File: src/rtl/a51_pkg.sv
// Shared types and constants for the A5/1 stream engine.
// Register geometry, tap masks and the engine state encoding.
package a51_pkg;

  typedef enum logic [2:0] {
    IDLE,
    LOAD_KEY,
    LOAD_FRAME,
    MIX,
    READY,
    GEN,
    HOLD
  } state_e;

  typedef enum logic {
    STEP_REG,
    STEP_MAJ
  } step_e;

  localparam int KEY_W = 64;

  localparam int R1_W = 19;
  localparam int R2_W = 22;
  localparam int R3_W = 23;

  localparam logic [R1_W-1:0] R1_TAPS = 19'h07_2000;
  localparam logic [R2_W-1:0] R2_TAPS = 22'h30_0000;
  localparam logic [R3_W-1:0] R3_TAPS = 23'h70_0080;

  localparam int R1_CLK = 8;
  localparam int R2_CLK = 10;
  localparam int R3_CLK = 10;

  function automatic logic maj3(
    input logic a,
    input logic b,
    input logic c
  );
    return (a & b) | (a & c) | (b & c);
  endfunction

endpackage

File: src/rtl/a51_lfsr_core.sv
// Combinational next-state of the three A5/1 LFSRs.
// Regular mode steps all and injects a bit; majority mode stops one.
module a51_lfsr_core
  import a51_pkg::*;
(
  input  logic [R1_W-1:0] r1,
  input  logic [R2_W-1:0] r2,
  input  logic [R3_W-1:0] r3,
  input  step_e           mode,
  input  logic            inject,
  output logic [R1_W-1:0] r1_next,
  output logic [R2_W-1:0] r2_next,
  output logic [R3_W-1:0] r3_next,
  output logic            ks
);

  logic maj;
  logic reg_mode;
  logic inj;
  logic s1, s2, s3;
  logic [R1_W-1:0] sh1;
  logic [R2_W-1:0] sh2;
  logic [R3_W-1:0] sh3;

  always_comb begin
    reg_mode = (mode == STEP_REG);
    inj = inject & reg_mode;
    maj = maj3(r1[R1_CLK], r2[R2_CLK], r3[R3_CLK]);

    s1 = reg_mode | (r1[R1_CLK] == maj);
    s2 = reg_mode | (r2[R2_CLK] == maj);
    s3 = reg_mode | (r3[R3_CLK] == maj);

    sh1 = {r1[R1_W-2:0], (^(r1 & R1_TAPS)) ^ inj};
    sh2 = {r2[R2_W-2:0], (^(r2 & R2_TAPS)) ^ inj};
    sh3 = {r3[R3_W-2:0], (^(r3 & R3_TAPS)) ^ inj};

    r1_next = s1 ? sh1 : r1;
    r2_next = s2 ? sh2 : r2;
    r3_next = s3 ? sh3 : r3;

    // keystream comes from the post-step register contents
    ks = r1_next[R1_W-1]
       ^ r2_next[R2_W-1]
       ^ r3_next[R3_W-1];
  end

endmodule

File: src/rtl/a51_stream_engine.sv
// A5/1 keystream engine: key/frame setup, mix phase, then
// MSB-first word encryption over valid/ready streams.
module a51_stream_engine
  import a51_pkg::*;
#(
  parameter int DATA_W     = 8,
  parameter int FRAME_W    = 22,
  parameter int MIX_CYCLES = 100
) (
  input  logic               clk,
  input  logic               reset,
  input  logic               start,
  input  logic [KEY_W-1:0]   key,
  input  logic [FRAME_W-1:0] frame,
  output logic               busy,
  input  logic               in_valid,
  output logic               in_ready,
  input  logic [DATA_W-1:0]  in_data,
  output logic               out_valid,
  input  logic               out_ready,
  output logic [DATA_W-1:0]  out_data
);

  localparam int M1 = (KEY_W > FRAME_W) ? KEY_W : FRAME_W;
  localparam int M2 = (M1 > MIX_CYCLES) ? M1 : MIX_CYCLES;
  localparam int MAX_N = (M2 > DATA_W) ? M2 : DATA_W;
  localparam int CNT_W = $clog2(MAX_N + 1);

  localparam logic [CNT_W-1:0] KEY_END = CNT_W'(KEY_W - 1);
  localparam logic [CNT_W-1:0] FRM_END = CNT_W'(FRAME_W - 1);
  localparam logic [CNT_W-1:0] MIX_END = CNT_W'(MIX_CYCLES - 1);
  localparam logic [CNT_W-1:0] GEN_END = CNT_W'(DATA_W - 1);

  state_e state;
  state_e state_nx;
  logic [CNT_W-1:0] cnt;

  logic [KEY_W-1:0]   key_q;
  logic [FRAME_W-1:0] frame_q;
  logic [KEY_W-1:0]   key_sh;
  logic [FRAME_W-1:0] frame_sh;

  logic [R1_W-1:0] r1, r1_nx;
  logic [R2_W-1:0] r2, r2_nx;
  logic [R3_W-1:0] r3, r3_nx;

  step_e mode;
  logic  inject;
  logic  step_en;
  logic  ks;

  logic [DATA_W-1:0] dat_q;
  logic [DATA_W-1:0] dat_mix;
  logic [CNT_W-1:0]  bit_sh;

  a51_lfsr_core u_core (
    .r1      (r1),
    .r2      (r2),
    .r3      (r3),
    .mode    (mode),
    .inject  (inject),
    .r1_next (r1_nx),
    .r2_next (r2_nx),
    .r3_next (r3_nx),
    .ks      (ks)
  );

  // state register
  always_ff @(posedge clk) begin
    if (reset) state <= IDLE;
    else       state <= state_nx;
  end

  // next-state logic; start overrides everything but reset
  always_comb begin
    state_nx = state;
    unique case (state)
      IDLE: state_nx = IDLE;
      LOAD_KEY:
        if (cnt == KEY_END) state_nx = LOAD_FRAME;
      LOAD_FRAME:
        if (cnt == FRM_END)
          state_nx = (MIX_CYCLES == 0) ? READY : MIX;
      MIX:
        if (cnt == MIX_END) state_nx = READY;
      READY:
        if (in_valid) state_nx = GEN;
      GEN:
        if (cnt == GEN_END) state_nx = HOLD;
      HOLD:
        if (out_ready) state_nx = READY;
      default: state_nx = IDLE;
    endcase
    if (start) state_nx = LOAD_KEY;
  end

  // output decode
  always_comb begin
    busy      = 1'b0;
    in_ready  = 1'b0;
    out_valid = 1'b0;
    unique case (state)
      LOAD_KEY, LOAD_FRAME, MIX: busy = 1'b1;
      READY:   in_ready  = 1'b1;
      HOLD:    out_valid = 1'b1;
      default: busy = 1'b0;
    endcase
  end

  always_ff @(posedge clk) begin
    if (reset) begin
      cnt <= '0;
    end else if (start || state_nx != state) begin
      cnt <= '0;
    end else if (state == LOAD_KEY || state == LOAD_FRAME
              || state == MIX || state == GEN) begin
      cnt <= cnt + 1'b1;
    end
  end

  always_comb begin
    key_sh   = key_q >> cnt;
    frame_sh = frame_q >> cnt;
    mode     = STEP_MAJ;
    inject   = 1'b0;
    step_en  = 1'b0;
    unique case (state)
      LOAD_KEY: begin
        mode    = STEP_REG;
        inject  = key_sh[0];
        step_en = 1'b1;
      end
      LOAD_FRAME: begin
        mode    = STEP_REG;
        inject  = frame_sh[0];
        step_en = 1'b1;
      end
      MIX, GEN: step_en = 1'b1;
      default:  step_en = 1'b0;
    endcase
  end

  always_ff @(posedge clk) begin
    if (reset) begin
      r1      <= '0;
      r2      <= '0;
      r3      <= '0;
      key_q   <= '0;
      frame_q <= '0;
    end else if (start) begin
      r1      <= '0;
      r2      <= '0;
      r3      <= '0;
      key_q   <= key;
      frame_q <= frame;
    end else if (step_en) begin
      r1 <= r1_nx;
      r2 <= r2_nx;
      r3 <= r3_nx;
    end
  end

  // bit k of the keystream lands on data bit DATA_W-1-k
  always_comb begin
    bit_sh  = GEN_END - cnt;
    dat_mix = dat_q ^ (DATA_W'(ks) << bit_sh);
  end

  always_ff @(posedge clk) begin
    if (reset) begin
      dat_q    <= '0;
      out_data <= '0;
    end else if (state == READY && in_valid) begin
      dat_q <= in_data;
    end else if (state == GEN) begin
      dat_q <= dat_mix;
      if (cnt == GEN_END) out_data <= dat_mix;
    end
  end

endmodule

File: config.mk
export PLATFORM = sky130hd
export DESIGN_NAME = a51_stream_engine
export DESIGN_NICKNAME = d
export VERILOG_FILES = /design/src/rtl/a51_pkg.sv /design/src/rtl/a51_lfsr_core.sv /design/src/rtl/a51_stream_engine.sv
export SDC_FILE = /design/constraint.sdc
export NUM_CORES = 1
export LEC_CHECK = 0
export ABC_AREA = 0
export BUFFER_PORTS_ARGS = -buffer_cell sky130_fd_sc_hd__buf_2
export CORE_MARGIN = 4
export CORE_UTILIZATION = 45
export DETAILED_ROUTE_END_ITERATION = 6
export GPL_TIMING_DRIVEN = 0
export PLACE_DENSITY = 0.65
export SYNTH_ARGS = -nofsm -noshare
export SYNTH_HDL_FRONTEND = slang
export SYNTH_SLANG_ARGS = --single-unit
File: constraint.sdc
create_clock -name clk -period 5.7 [get_ports clk]
set_input_delay 0.57 -clock clk [delete_from_list [all_inputs] [get_ports clk]]
set_output_delay 0.57 -clock clk [all_outputs]
set_load 0.05 [all_outputs]
==> reports/metrics.csv <==
stage,metric,value,unit
critical_path,Worst Setup Start Kind,flop,
hold_path,hold path depth,3,
synth,Post-synth ARST share,0,%
critical_path,CP cell instances,buf_2 > buf_1 > mux4_2 > a22oi_1 > a31oi_1 > a311oi_1 > nor3_1 > mux2i_1 > nand2_1,
critical_path,R2R Path End,r3[0]$_SDFFE_PP0P_,
pwr,Clock power frac,43.1,%
detailed_routing,total wire length,17800,µm
floorplanning,Die X,140,µm
finish,area added between synthesis and finish,17.9,%
clocking,Post-CTS Setup Bufs,0,
detailed_routing,drt pass-1 iters,5,
critical_path,Critical Path AT,3.43,ns
critical_path,"Max FO, Critical Path",10,
synth,register bit count reported by yosys,176,
pwr,switching share of power,23.0,%
critical_path,CP max-delay cell,a311oi_1,
synth,Synth Warn #,0,
pwr,Net Switching,607,µW
timing,final worst-path cycle share,54.6,%
finish,diode count,0,
grt,largest net degree at the start of global routing,17,
timing,Final Max Slew Viols,0,
pwr,Comb pwr share,8.2,%
critical_path,CP Data Required Time,6.01,ns
critical_path,Worst R2R Start,cnt[1]$_SDFFE_PP0P_,
synth,top-area cell type share of the netlist area,45.2,%
grt,GRT overflow,0,
timing,min cycle time layout,3.11,ns
finish,Nets,1023,
clocking,CTS tree,built,
synth,Post-synth EDFFs,0,
clocking,clk_lat worst skew,0.43,ns
hold_path,Hold Path Class,input pin to flop,
synth,Syn Std Cell Area,0.00779,mm²
synth,"top cells by area, synth","dfxtp_1, mux2i_1, nor2_1",
critical_path,cell family with most CP delay,compound AO/OA/AOI/OAI gates,
critical_path,critical path class,flop to flop,
detailed_routing,Post-route DRC,0,
detailed_routing,Detailed Route Iter0 Violations,336,
timing,hold slack,0.375,ns
pwr,Seq pwr share,48.7,%
floorplanning,Starting Density,46.5,%
pwr,Power Density,288,mW/mm²
grt,first-pass GRT wire length,28600,µm
synth,sequential share of the synthesized area,45.2,%
timing,final hold vios,0,
hold_path,Hold Startpoint,key[54],
synth,dominant cell type by area after synthesis,dfxtp_1,
clocking,clock sinks,176,
floorplanning,Die ar.,0.0195,mm²
clocking,Longest Clk Path Bufs,2,
critical_path,Buf/Inv on CP,2,
clocking,CTS-repair resized insts,0,
floorplanning,row count,47,
timing,# setup viols final,0,
placed_design,Final HPWL DP,12900,µm
status,outcome,finished clean,
synth,Mean Syn Cell Area,9.83,µm²
critical_path,slowest cell delay on critical path,0.80,ns
critical_path,r2r worst-path depth,9,
placed_design,Final GP Congestion,0.868,
detailed_routing,Routed WL per cell,15.5,µm
clocking,CTS Buf Count,17,
pwr,Leakage,0.00402,µW
floorplanning,IO Pins,110,
synth,Post-Syn Nets,896,
floorplanning,die span in y,140,µm
timing,Final Skew,0.00823,ns
synth,Syn Inst Count,792,
timing,Least-Margin Pin Slew,0.968,ns
placed_design,I/O Buffers,108,
synth,Most used DFF post-synth,dfxtp_1,
timing,fmax,321,MHz
detailed_routing,post-route ant nets,0,
grt,vias in the first global route,5633,
critical_path,Critical Path End Type,flop,
detailed_routing,via count,6001,
timing,RSZ-0062 raised after global routing,no,
pwr,Final Power,2650,µW
finish,fillcell total,1537,
clocking,hold_buf cts,0,
hold_path,endpoint with the worst hold slack,key_q[54]$_SDFFE_PP0P_,
clocking,CTS root buf,clkbuf_16,
pwr,Cell Int Power,2040,µW
floorplanning,core area,0.0168,mm²
flow_run,Max Cap Viol,0,
pwr,IR Drop Worst-Case VDD,0.189,mV
detailed_routing,vias per inst,5.21,
synth,Synth cell types,58,
clocking,clock slew seen by the registers of the worst setup and hold paths,0.06,ns
grt,GR Util All Layers,18.1,%
finish,share of cells above drive strength 1,19.3,%
timing,TNS Setup,0,ns
timing,relative slew slack,35.0,%
grt,initial antenna violation count,0,
clocking,H-tree depth,4,
critical_path,Reg2Reg Setup Slack,2.59,ns
## cells by family after synthesis
group / Yosys count / share of synthesized area (%)
muxes: 184 / 26.4
AOI/OAI and AO/OA: 64 / 5.86
and+or+nand+nor: 280 / 15.4
adders and majority gates: 5 / 0.803
xor gates and xnor gates: 22 / 2.76
DFF: 176 / 45.2
buffers and inverters: 61 / 3.47
## power by group through the flow
stage	registers (µW)	logic, µW	clock network, µW
2_1_floorplan	1310	148	0
3_3_place_gp	1310	216	0
3_5_place_dp	1310	218	0
4_1_cts	1290	219	1170
5_1_grt	1290	238	1210
6_report	1290	217	1140
## worst max-delay path by stage
| stage | start | endpoint | slack (ns) | depth (start not counted) |
|---|---|---|---|---|
| 3_3_place_gp | cnt[1]$_SDFFE_PP0P_ | r2[0]$_SDFFE_PP0P_ | 2.59 | 9 |
| 6_report | cnt[1]$_SDFFE_PP0P_ | r3[0]$_SDFFE_PP0P_ | 2.59 | 9 |
| 3_5_place_dp | cnt[1]$_SDFFE_PP0P_ | r1[0]$_SDFFE_PP0P_ | 2.56 | 9 |
| 5_1_grt | cnt[1]$_SDFFE_PP0P_ | r2[0]$_SDFFE_PP0P_ | 2.33 | 9 |
| 2_1_floorplan | state[2]$_SDFF_PP0_ | r1[0]$_SDFFE_PP0P_ | 3.31 | 9 |
| 4_1_cts | cnt[1]$_SDFFE_PP0P_ | r2[0]$_SDFFE_PP0P_ | 2.56 | 9 |
## tightest hold or removal path: cells and delay by family
| family | cells | cell delay (ns) |
|---|---|---|
| multiplexers | 1 | 0.05 |
| buffers and inverters | 1 | 0.08 |
| AND/OR/NAND/NOR | 1 | 0.07 |
## layer usage
layer  wire length, µm  track usage (%)  vias to the layer above
li1                  -                -                     3026
met1              8740             25.9                     2797
met2              7820             27.3                      160
met3              1070             4.67                       18
met4               178             4.59                        0
met5                 0                0                        -
## synthesized netlist by cell type (all sizes together) (3+ instances only)
cell / n
nor2: 183
dfxtp: 176
mux2i: 165
nand2: 32
buf: 27
clkbuf: 26
mux4: 17
o21ai: 17
nand3: 16
nor3: 12
nand4: 11
xnor2: 11
a21oi: 10
xor2: 10
a22oi: 9
inv: 6
nor2b: 6
ha: 5
nand2b: 5
a211oi: 4
a32oi: 3
or3: 3
## metrics by stage
stage                     util [%]  setup slack, ns  std cells  instance area [µm²]
after floorplan                  -             3.31        792                 7790
after global placement        51.3             2.59       1120                 8600
after detailed placement      51.3             2.56       1120                 8600
after CTS                     54.8             2.56       1152                 9180
after global routing          54.8             2.33       1152                 9180
final                         54.8             2.59       1152                 9180
## placed cells by master, fill, tap and decap left out, types with 3 or more instances in the layout
cell       count
a211oi_1       3
a21oi_1       10
a22oi_1        9
a32oi_1        3
buf_1         12
buf_2        117
buf_4          4
clkbuf_1      30
clkbuf_16     17
clkinv_2       3
clkinv_4       3
dfxtp_1      176
ha_1           5
inv_1          6
mux2i_1      165
mux4_2        17
nand2_1       32
nand2b_1       5
nand3_1       16
nand4_1       11
nor2_1       183
nor2b_1        6
nor3_1        11
o21ai_0       12
o21ai_1        5
or3_1          3
xnor2_1       11
xor2_1         9
## layout make-up
type,instances,area [µm²],area share [%]
multi-input cells,555,3990,43.5
flip-flops and latches,176,3520,38.4
repair buffers,108,541,5.89
clock buffers,23,468,5.10
well taps,220,275,3.00
plain buffers,53,240,2.62
clock inverters,9,109,1.19
inverters,8,30.0,0.327
## state kept, by name, summed over array words and instances, names as in the netlist
name and count:
cnt 7, dat_q 8, frame_q 22, key_q 64, out_data 8, r1 19, r2 22, r3 23
state 3
No activity file was read; power rests on OpenSTA's default activity.
